File: src/rtl/prog_ram.sv
// prog_ram: loadable program memory with a registered fetch port and a streaming loader.
// Define PROG_RAM_BOOT_EN to write a built-in boot image after every reset.
module prog_ram #(
  parameter int ADDR_W = 4,
  parameter int DATA_W = 8,
  parameter logic [DATA_W-1:0] FILL_WORD = 8'hB0
) (
  input  logic              clk,
  input  logic              rst_n,
  input  logic              rd_en,
  input  logic [ADDR_W-1:0] rd_addr,
  output logic [DATA_W-1:0] rd_data,
  output logic              rd_valid,
  input  logic              ld_start,
  input  logic              ld_valid,
  input  logic [DATA_W-1:0] ld_data,
  input  logic              ld_last,
  output logic              ld_ready,
  output logic              ld_done,
  output logic              busy
);

  localparam int DEPTH = 2**ADDR_W;
  localparam logic [ADDR_W-1:0] LAST = ADDR_W'(DEPTH-1);

  typedef enum logic [1:0] {INIT, IDLE, LOAD, FILL} state_t;

  state_t            state;
  logic [ADDR_W-1:0] ptr;
  logic [DATA_W-1:0] mem [DEPTH];
  logic              accept;
  logic              rd_fire;
  logic              wr_en;
  logic [DATA_W-1:0] wr_data;

`ifdef PROG_RAM_BOOT_EN
  function automatic logic [DATA_W-1:0] boot_word(
    input logic [ADDR_W-1:0] a
  );
    logic [DATA_W-1:0] w;
    case (int'(a))
      0:       w = DATA_W'(8'h08);
      1:       w = DATA_W'(8'h19);
      2:       w = DATA_W'(8'h20);
      3:       w = DATA_W'(8'h10);
      4:       w = DATA_W'(8'h70);
      5:       w = DATA_W'(8'h00);
      6:       w = DATA_W'(8'h14);
      7:       w = DATA_W'(8'h04);
      8:       w = DATA_W'(8'hB2);
      default: w = FILL_WORD;
    endcase
    return w;
  endfunction
`endif

  assign accept  = (state == LOAD) && ld_valid && ld_ready;
  assign rd_fire = rd_en && !busy;

  // All writes go through ptr; the state picks the source.
  always_comb begin
    wr_en   = 1'b0;
    wr_data = ld_data;
    case (state)
      LOAD: wr_en = accept;
      FILL: begin
        wr_en   = 1'b1;
        wr_data = FILL_WORD;
      end
`ifdef PROG_RAM_BOOT_EN
      INIT: begin
        wr_en   = 1'b1;
        wr_data = boot_word(ptr);
      end
`endif
      default: wr_en = 1'b0;
    endcase
  end

  always_ff @(posedge clk) begin
    if (wr_en) mem[ptr] <= wr_data;
  end

  always_ff @(posedge clk or negedge rst_n) begin
    if (!rst_n) begin
`ifdef PROG_RAM_BOOT_EN
      state <= INIT;
      busy  <= 1'b1;
`else
      state <= IDLE;
      busy  <= 1'b0;
`endif
      ptr      <= '0;
      ld_ready <= 1'b0;
      ld_done  <= 1'b0;
      rd_data  <= '0;
      rd_valid <= 1'b0;
    end else begin
      ld_done  <= 1'b0;
      rd_valid <= rd_fire;
      if (rd_fire) rd_data <= mem[rd_addr];
      case (state)
        IDLE: begin
          if (ld_start) begin
            state    <= LOAD;
            ptr      <= '0;
            ld_ready <= 1'b1;
            busy     <= 1'b1;
          end
        end
        LOAD: begin
          if (accept) begin
            ptr <= ptr + 1'b1;
            if (ptr == LAST) begin
              state    <= IDLE;
              ld_ready <= 1'b0;
              busy     <= 1'b0;
              ld_done  <= 1'b1;
            end else if (ld_last) begin
              state    <= FILL;
              ld_ready <= 1'b0;
            end
          end
        end
        FILL: begin
          ptr <= ptr + 1'b1;
          if (ptr == LAST) begin
            state   <= IDLE;
            busy    <= 1'b0;
            ld_done <= 1'b1;
          end
        end
`ifdef PROG_RAM_BOOT_EN
        INIT: begin
          ptr <= ptr + 1'b1;
          if (ptr == LAST) begin
            state <= IDLE;
            busy  <= 1'b0;
          end
        end
`endif
        default: state <= IDLE;
      endcase
    end
  end

endmodule

File: config.mk
export PLATFORM = sky130hd
export DESIGN_NAME = prog_ram
export DESIGN_NICKNAME = d
export VERILOG_FILES = /design/src/rtl/prog_ram.sv
export SDC_FILE = /design/constraint.sdc
export NUM_CORES = 1
export LEC_CHECK = 0
export BUFFER_PORTS_ARGS = -buffer_cell sky130_fd_sc_hd__buf_2
export CAP_MARGIN = 20
export CORE_MARGIN = 5
export CORE_UTILIZATION = 40
export CTS_BUF_LIST = sky130_fd_sc_hd__clkbuf_2 sky130_fd_sc_hd__clkbuf_4 sky130_fd_sc_hd__clkbuf_8
export DETAILED_ROUTE_END_ITERATION = 10
export PLACE_DENSITY = 0.65
export SLEW_MARGIN = 0
export SYNTH_ARGS = -nofsm -noshare
export SYNTH_HDL_FRONTEND = slang
export SYNTH_SLANG_ARGS = --single-unit
File: constraint.sdc
create_clock -name clk -period 2.45 [get_ports clk]
set_input_delay 0.49 -clock clk [delete_from_list [all_inputs] [get_ports clk]]
set_output_delay 0.49 -clock clk [all_outputs]
set_load 0.02 [all_outputs]
==> metrics, run 1 <==
Slew headroom 0.557; Fin Clk Skew 9.43 ps; global route overflow 0; Worst Tran Pin Value approximately 670 ps; RR Startpoint state[0]$_DFFE_PN1P_; internal reg-to-reg setup slack 530 ps; Area Growth Syn to Fin 14.5%; leakage 2.59 nW; biggest cell delay along the critical path 550 ps; WP depth 5; setup_tns 0 ps; pin count of the biggest net entering global routing 41; Setup violations, final 0; Hold Path Class input pin to flop; mapped cell area 6030 um2; fmax 521 MHz; Final min period 1920 ps; Worst Path Max Fanout 11; post-DP HPWL 8.50 mm; Sw Pwr 0.00167 W; CTS tree built; slowest cell on the critical path dfstp_2; multi-input logic area 1570 um2; DRC viols 0; Tot GR Track Use 0.150; root buf cell clkbuf_8; #FFs+latches synth 146; Boundary Pins 30; antenna-violating nets left 0; Num CTS Buffers 17; number of DRC markers in iteration 0 249; RSZ-0062 raised after global routing no; Setup Crit Path Kind flop to flop; Register Area 4300 um2; core area roughly 15000 um2; Internal 0.00446 W; routed length per instance 19.4 um; first-pass GRT wire length 20.0 mm; area share of the largest cell type after synthesis 0.637; outcome finished, final reports clean; initial antenna violation count 0; most frequent cells in the layout edfxtp_1 (128), mux2i_1 (66), nand2_1 (36); Post-synth EDFFs 128; Critical R2R Capture mem[5][2]$_DFFE_PP_; Reg clk slew, reported paths 80 ps; Die Y 133 um; DRT Pass-1 Iters 5; final design utilization 0.472; Synth area leaders edfxtp_1 (64%), mux2i_1 (11%), dfrtp_1 (7.1%); delay-heaviest family, CP flip-flops; total die area 17600 um2; clock sink count 146; endpoints failing hold 0; largest area contributor in the synthesized netlist edfxtp_1; CP Launch Type flop; # rows 44; proportion of layout cells with a drive suffix above 1 0.209; Post-synth ARST share 0.123; H-tree depth 4; Clock Latency Late Sink 430 ps; Power Dens Cells 889 nW/um2; # diodes 0; Seq pwr share 0.511; Switching Fraction 0.273; Max Root-Sink Buffers 2; CP Data Required Time 2580 ps; Netlist cell types 40; Net Count, Synth 420; Routed Wire Length 12.6 mm; Syn. warnings 0; Max-Cap Viols 0; Post-layout nets 477; vias in the first global route approximately 3500; Avg Inst Size Synth 15.3 um2; Post-CTS Resized 0; CP Launch Point state[0]$_DFFE_PN1P_; Worst setup EP type flop; PortBufs 29; WP buf/inv 1; crit-path cells ha_1 > a31o_2 > nand2_1 > nor2_1 > buf_4; CP endpoint mem[5][2]$_DFFE_PP_; vias per inst 5.24; register area share after synthesis 0.712; Max rail drop VDD 0.429 mV; die width 133 um; Mapped Cells 394; Reg2Reg Depth 5; fill cell count 1272; WP data arrival 2050 ps; Pins Over Slew Limit 0; Main synth FF type edfxtp_1; Clock power frac 0.315; Comb power frac 0.173; routed via count 3397; gp weighted congestion 0.861; # Post-CTS Setup Buffers 0; initial core utilization 0.412; final worst-path cycle share 0.783; most common cell after layout, fill and taps aside edfxtp_1
-- area by class of cell --
class	instances	share of cell area
Clock buffer	22	0.0411
Clock inverter	10	0.0196
Inverter	6	0.00326
Multi-Input combinational cell	224	0.228
Sequential cell	146	0.622
Tap cell	184	0.0333
Timing Repair Buffer	56	0.0529
-- timing repair --
action | CTS | global route
setup endpoints to repair | 0 | 0
hold endpoints to repair | 0 | 1
hold buffers | 0 | 1
-- metal layers --
metal  up-vias  routed length [um]  global-route usage
met2       118                5660               0.222
met4         0                 194              0.0485
met5         -                   0                   0
met3        14                 780              0.0402
li1       1594                   -                   -
met1      1671                5960               0.217
-- how the worst min path moves through the flow --
stage	start	endpoint	slack (ps)	cells past startpoint
2_1_floorplan	rst_n	busy$_DFFE_PN0P_	190	0
3_3_place_gp	rd_data[3]$_DFFE_PN0P_	rd_data[3]$_DFFE_PN0P_	460	2
3_5_place_dp	rd_data[3]$_DFFE_PN0P_	rd_data[3]$_DFFE_PN0P_	470	2
4_1_cts	rst_n	state[1]$_DFFE_PN0P_	5	1
5_1_grt	ld_start	ld_ready$_DFFE_PN0P_	370	3
6_report	ld_start	ld_ready$_DFFE_PN0P_	390	3
-- sequential cells by signal (all words and copies together) (netlist names) --
name and count:
rd_valid 1, mem 128, ld_done 1, state 2, ld_ready 1, busy 1
rd_data 8, ptr 4
-- cells by family (layout without fill, tap and decap cells) --
kind of cell | after synthesis | after routing | share of synthesized area
DFF | 146 | 146 | 0.712
adders and majority gates | 8 | 8 | 0.0166
buffers and inverters | 24 | 94 | 0.0268
and+or+nand+nor | 109 | 109 | 0.0896
AOI/OAI and AO/OA | 41 | 41 | 0.0452
muxes | 66 | 66 | 0.110
-- per-stage QoR --
step	total power (W)	worst slack, ps	instances	hold WS [ps]	cell area, um2
final	0.00614	531	648	393	6910
after global routing	0.00642	366	648	374	6910
after CTS	0.00618	514	647	4.89	6900
after detailed placement	0.00426	544	615	466	6480
after global placement	0.00422	576	615	459	6480
after floorplan	0.00383	262	394	194	6030
-- power groups by stage --
stage	Combinational [W]	Sequential, W	Clock, W
detailed placement	0.00107	0.00319	0
CTS	0.00107	0.00314	0.00198
finish	0.00106	0.00314	0.00194
floorplan	0.000587	0.00325	0
global route	0.00118	0.00315	0.00208
global placement	0.00103	0.00319	0
-- cells in the mapped netlist, drive strengths merged, types with 8 or more instances --
cell and instances:
mux2i 66, buf 15, edfxtp 128, nor2 17
a21oi 12, nand3 20, ha 8, nor2b 12
a22oi 18, dfrtp 17, nand2 36
-- worst min-delay path, cell delays in order --
cell     delay [ps]
buf_2           110
a21oi_1          70
a21oi_1         110
(Power assumes the default switching activity.)
==> run 2, diff against run 1 <==
==> constraint.sdc (replaced) <==
create_clock -name clk -period 2 [get_ports clk]
set_input_delay 0.4 -clock clk [delete_from_list [all_inputs] [get_ports clk]]
set_output_delay 0.4 -clock clk [all_outputs]
set_load 0.02 [all_outputs]
==> run 2 against run 1 <==
Compared with the run above: the flow now finishes with violations (setup timing); die area did not move; core utilization fell by 0.50 points; sequential power rose by 22%; final area fell by 1.1%; first-iteration DRC count rose by 12%; sequential share of layout area rose by 0.67 points; count of clock-buffer cells in the layout fell by 1; worst hold slack got worse by 84 ps; routed wire length rose by 2.3%; critical path type unchanged; largest cell class unchanged; largest power group unchanged.
==> metrics, run 2 (synthesis gave the netlist of run 1 again) <==
Num CTS Buffers 17 (unchanged); Slew headroom 0.462 (-0.0942); final design utilization 0.467 (-0.00504); Reg clk slew, reported paths 80 ps (about the same); outcome finished with violations; leakage 2.56 nW (-1.5%); # diodes 0 (unchanged); clock sink count 146 (unchanged); worst slack at placement -30.9 ps (-575 ps); H-tree depth 4 (unchanged); CTS tree built; global route overflow 0 (unchanged); Boundary Pins 30 (unchanged); post-DP HPWL 8.87 mm (+4.3%); fin worst setup slack -83.2 ps (-614 ps); DRC viols 0 (unchanged); vias per inst 5.36 (+2.3%); Placed Cells 609 (-0.98%); PortBufs 29 (unchanged); gp weighted congestion 0.805 (-6.5%); WP buf/inv 0 (-1); Die Y 133 um (unchanged); first-pass GRT wire length 20.5 mm (+2.3%); pin count of the biggest net entering global routing 19 (-54%); Post-Layout Cell Count 642 (-0.93%); delay-heaviest family, CP simple AND/OR/NAND/NOR gates; DRT Pass-1 Iters 6 (+1); Worst setup EP type flop; Final min period 2080 ps (+164 ps); Setup violations, final 32 (+32); Power Dens Cells 1050 nW/um2 (+18%); Hold Path Class input pin to flop; routed via count 3442 (+1.3%); final worst-path cycle share 1.04 (+0.258); Post-layout nets 471 (-1.3%); Worst Path Max Fanout 8 (-3); # rows 44 (unchanged); Area Growth Syn to Fin 13.3%; crit-path cells ha_1 > a31o_2 > nand2_1 > nor2_1; total die area 17600 um2 (unchanged); Worst Tran Pin Value 805 ps (+140 ps); number of DRC markers in iteration 0 279 (+12%); root buf cell clkbuf_8; Biggest register mem; core area 14600 um2 (unchanged); biggest cell delay along the critical path 620 ps (+70 ps); failing checks setup timing; routed length per instance 20.1 um (+3.3%); slowest cell on the critical path nor2_1; initial core utilization 0.412 (unchanged); antenna-violating nets left 0 (unchanged); biggest regs mem x128, rd_data x8, ptr x4; WP data arrival 2170 ps (+120 ps); Max-Cap Viols 0 (unchanged); proportion of layout cells with a drive suffix above 1 0.216 (+0.00711); Pins Over Slew Limit 0 (unchanged); Fin Clk Skew 20.2 ps (+10.7 ps); max reg flops 128 (unchanged); RSZ-0062 raised after global routing yes; Clock Latency Late Sink 450 ps (+20 ps); Max rail drop VDD 0.448 mV (+4.5%); Tot GR Track Use 0.156 (+0.00539); setup_tns -1290 ps (-1290 ps); die width 133 um (unchanged); CP Data Required Time 2080 ps (-500 ps); vias in the first global route 3623 (+3.6%); Setup Crit Path Kind flop to flop; initial antenna violation count 0 (unchanged); Max Root-Sink Buffers 2 (unchanged); Routed Wire Length 12.9 mm (+2.3%); most common cell after layout, fill and taps aside edfxtp_1; CP Launch Type flop; endpoints failing hold 0 (unchanged); most frequent cells in the layout edfxtp_1 (128), mux2i_1 (66), nand2_1 (36); fmax 480 MHz (-7.9%)
run 2: cell types whose count changed in the layout (fill, tap and decap cells not counted), sizes merged:
cell / before / now
buf: 55 / 49
clkinv: 3 / 9
clkinvlp: 4 / 2
clkbuf: 22 / 21
bufinv: 3 / 0
run 2: layout make-up:
class                   instances  area [um2]
flip-flops and latches        146        4300
multi-input cells             224        1610
inverters                       6        22.5
repair buffers                 50         333
clock inverters                11        62.6
clock buffers                  21         283
fillers                      1278        7810
well taps                     184         230
run 2: what timing repair did:
action / in CTS / in global routing
resized for setup: 2 / 3
hold endpoints to repair: 17 / 0
hold buffers: 1 / 0
setup endpoints to repair: 48 / 104
setup buffers: 0 / 0
run 2: per-stage QoR:
stage,area (um2),total power [W],hold WS [ps]
2_1_floorplan,6050,0.00470,104
3_3_place_gp,6460,0.00521,388
3_5_place_dp,6460,0.00525,399
4_1_cts,6830,0.00722,278
5_1_grt,6830,0.00751,279
6_report,6830,0.00716,310
run 2: worst paths after layout:
check	start	slack, ps	cells after the start	endpoint
max	state[0]$_DFFE_PN1P_	-80	4	mem[9][3]$_DFFE_PP_
min	ld_start	310	3	ld_ready$_DFFE_PN0P_
max reg2reg	state[0]$_DFFE_PN1P_	-80	4	mem[9][3]$_DFFE_PP_
min reg2reg	rd_data[1]$_DFFE_PN0P_	480	2	rd_data[1]$_DFFE_PN0P_
max in group asynchronous	rst_n	1180	2	rd_data[5]$_DFFE_PN0P_
min in group asynchronous	rst_n	450	2	ptr[0]$_DFFE_PN0P_
run 2: routing by layer:
metal  vias to the layer above  wire length (um)  share of wire  GRT usage
met5                         -                 0              0          0
met3                        18               669          0.052     0.0486
met1                      1746              5500           0.43      0.196
li1                       1585                 -              -          -
met2                        93              6400           0.50      0.247
met4                         0               312          0.024     0.0704
run 2: tightest hold or removal path: cells and delay by family:
kind                   cells  cell delay, ps
AO/OA/AOI/OAI              2             190
buffers and inverters      1             120
run 2: where the power goes:
group	leakage, nW	switching, W	internal (W)
combinational	0.997	0.000894	0.000450
clock	0.182	0.00103	0.000949
sequential	1.38	0.000127	0.00371
total	2.56	0.00205	0.00511
==> run 3, diff against run 2 <==
--- a/config.mk
+++ b/config.mk
@@ -9,7 +9,6 @@
 export CAP_MARGIN = 20
 export CORE_MARGIN = 5
 export CORE_UTILIZATION = 40
-export CTS_BUF_LIST = sky130_fd_sc_hd__clkbuf_2 sky130_fd_sc_hd__clkbuf_4 sky130_fd_sc_hd__clkbuf_8
 export DETAILED_ROUTE_END_ITERATION = 10
 export PLACE_DENSITY = 0.65
 export SLEW_MARGIN = 0
==> run 3 against run 2 <==
Compared with the run above: the run still ends with setup timing left; routed wire length increased by 0.64%; power is 12% higher; sequential share of layout area is 1.9 points lower; global-route usage up 0.16 points; cell count stayed put; sequential power about the same; register-to-register slack about the same; first-iteration DRC count grew 6.1%; critical path depth stayed put; setup slack gained 14 ps; clock skew fell by 13 ps; flip-flop and latch count stayed put; critical endpoint is now mem[9][5]$_DFFE_PP_; largest power group unchanged.
==> metrics, run 3 (synthesis gave the netlist of run 1 again) <==
Die Y 133 um (unchanged); multi-input logic area 1630 um2 (+1.5%); Hold Path Class input pin to flop; slowest cell on the critical path nor2_1; delay-heaviest family, CP simple AND/OR/NAND/NOR gates; H-tree depth 4 (unchanged); biggest cell delay along the critical path 590 ps (-30 ps); Slew headroom 0.459 (-0.00326); internal reg-to-reg setup slack -70 ps (about the same); Num CTS Buffers 17 (unchanged); Seq pwr share 0.479 (-0.057); PortBufs 29 (unchanged); endpoints failing hold 0 (unchanged); leakage 2.62 nW (+2.7%); Routed Wire Length 13.0 mm (+0.64%); core area 14600 um2 (unchanged); root buf cell clkbuf_16; Setup Crit Path Kind flop to flop; fmax 483 MHz (+0.68%); fill cell count 1252 (-2.0%); Max rail drop VDD 0.642 mV (+43%); Sw Pwr 0.00218 W (+6.3%); routed length per instance 20.2 um (+0.64%); Worst Path Max Fanout 8 (unchanged); initial antenna violation count 0 (unchanged); Reg2Reg Depth 4 (unchanged); Power Dens Cells 1140 nW/um2 (+8.5%); Internal 0.00583 W (+14%); CP Launch Point state[0]$_DFFE_PN1P_; Setup violations, final 28 (-13%); Post-layout nets 471 (unchanged); Worst Tran Pin Value 810 ps (+4.89 ps); vias per inst 5.36 (about the same); Biggest register mem; most frequent cells in the layout edfxtp_1 (128), mux2i_1 (66), nand2_1 (36); WP buf/inv 0 (unchanged); Pins Over Slew Limit 0 (unchanged); DRT Pass-1 Iters 4 (-2); pin count of the biggest net entering global routing 19 (unchanged); failing checks setup timing; gp weighted congestion 0.805 (unchanged); DRC viols 0 (unchanged); CP Data Required Time 2050 ps (-30 ps); post-DP HPWL 8.87 mm (unchanged); # rows 44 (unchanged); number of DRC markers in iteration 0 296 (+6.1%); WP data arrival 2120 ps (-50 ps); vias in the first global route 3636 (+0.36%); Comb power frac 0.169 (-0.019); WHS 334 ps (+24.3 ps); Reg clk slew, reported paths 60 ps (-20 ps); biggest regs mem x128, rd_data x8, ptr x4; proportion of layout cells with a drive suffix above 1 0.218 (+0.00218); Area Growth Syn to Fin 16.8%; RR Startpoint state[0]$_DFFE_PN1P_; Switching Fraction 0.273 (-0.0142); CTS tree built; Worst setup EP type flop; crit-path cells ha_1 > a31o_2 > nand2_1 > nor2_1; antenna-violating nets left 0 (unchanged); Final min period 2070 ps (-14.1 ps); final worst-path cycle share 1.03 (-0.00705); first-pass GRT wire length 20.6 mm (+0.77%); WP depth 4 (unchanged); max reg flops 128 (unchanged); fin worst setup slack -69.1 ps (+14.1 ps); Max-Cap Viols 0 (unchanged); Tot GR Track Use 0.157 (+0.00159); worst slack at placement -30.9 ps (unchanged); CP Launch Type flop; global route overflow 0 (unchanged); initial core utilization 0.412 (unchanged); Clock power frac 0.351 (+0.074); Fin Clk Skew 7.61 ps (-12.6 ps); Register Area 4300 um2 (unchanged); Clock Latency Late Sink 420 ps (-30 ps); Max Root-Sink Buffers 2 (unchanged); die width 133 um (unchanged); CP endpoint mem[9][5]$_DFFE_PP_; routed via count 3440 (-0.058%); clock sink count 146 (unchanged); outcome finished with violations; total die area 17600 um2 (unchanged); most common cell after layout, fill and taps aside edfxtp_1; # diodes 0 (unchanged); RSZ-0062 raised after global routing yes; Critical R2R Capture mem[9][5]$_DFFE_PP_; Boundary Pins 30 (unchanged)
==> run 3: changes by cell type in the layout (fill, tap and decap cells not counted), moves of 2 or more <==
cell | before | now
nor3_4 | 0 | 3
clkbuf_8 | 20 | 3
clkbuf_16 | 0 | 17
nor3_2 | 5 | 2
nor2_1 | 11 | 9
nor2_2 | 6 | 8
==> run 3: power groups by stage <==
stage	Clock, W	Sequential [W]	Combinational (W)
2_1_floorplan	0	0.00398	0.000724
3_3_place_gp	0	0.00389	0.00131
3_5_place_dp	0	0.00390	0.00135
4_1_cts	0.00286	0.00384	0.00136
5_1_grt	0.00299	0.00386	0.00149
6_report	0.00281	0.00384	0.00136
==> run 3: per-layer routing <==
layer | global-route usage | routed length [um] | part of all wire
met4 | 0.0762 | 388 | 0.030
met5 | 0 | 0 | 0
met2 | 0.247 | 6290 | 0.48
met3 | 0.0444 | 622 | 0.048
met1 | 0.202 | 5670 | 0.44
==> run 3: layout make-up <==
class	count	share of cell area
Clock inverter	11	0.00888
Sequential cell	146	0.610
Timing Repair Buffer	50	0.0472
Inverter	6	0.00320
Clock buffer	21	0.0668
Multi-Input combinational cell	224	0.231
Tap cell	184	0.0327
==> run 3: timing repair <==
item                                    4_1_cts  5_1_grt
endpoints found under the hold margin        17        0
setup buffers                                 0        0
endpoints found under the setup margin       34       96
cloned                                        0        0
hold buffers                                  1        0
gates resized for setup                       3        7
==> run 3: how the worst min path moves through the flow <==
stage | from | slack (ps) | to | depth (start not counted)
2_1_floorplan | rst_n | 100 | busy$_DFFE_PN0P_ | 0
3_3_place_gp | rst_n | 390 | ld_ready$_DFFE_PN0P_ | 1
3_5_place_dp | rst_n | 400 | ld_ready$_DFFE_PN0P_ | 1
4_1_cts | ld_start | 310 | ld_ready$_DFFE_PN0P_ | 3
5_1_grt | ld_start | 330 | ld_ready$_DFFE_PN0P_ | 3
6_report | ld_start | 330 | ld_ready$_DFFE_PN0P_ | 3
==> run 3: through the flow <==
stage / total power [W] / setup TNS (ps) / util / instances / instance area, um2
6_report: 0.00801 / -864 / 0.481 / 642 / 7040
5_1_grt: 0.00834 / -5610 / 0.481 / 642 / 7040
4_1_cts: 0.00806 / -668 / 0.479 / 642 / 7020
3_5_place_dp: 0.00525 / -615 / 0.441 / 609 / 6460
3_3_place_gp: 0.00521 / 0 / 0.441 / 609 / 6460
2_1_floorplan: 0.00470 / 0 / - / 394 / 6050
==> run 3: worst min-delay path, stage by stage <==
cell     delay, ps
buf_2          120
a21oi_1         80
a21oi_1        110
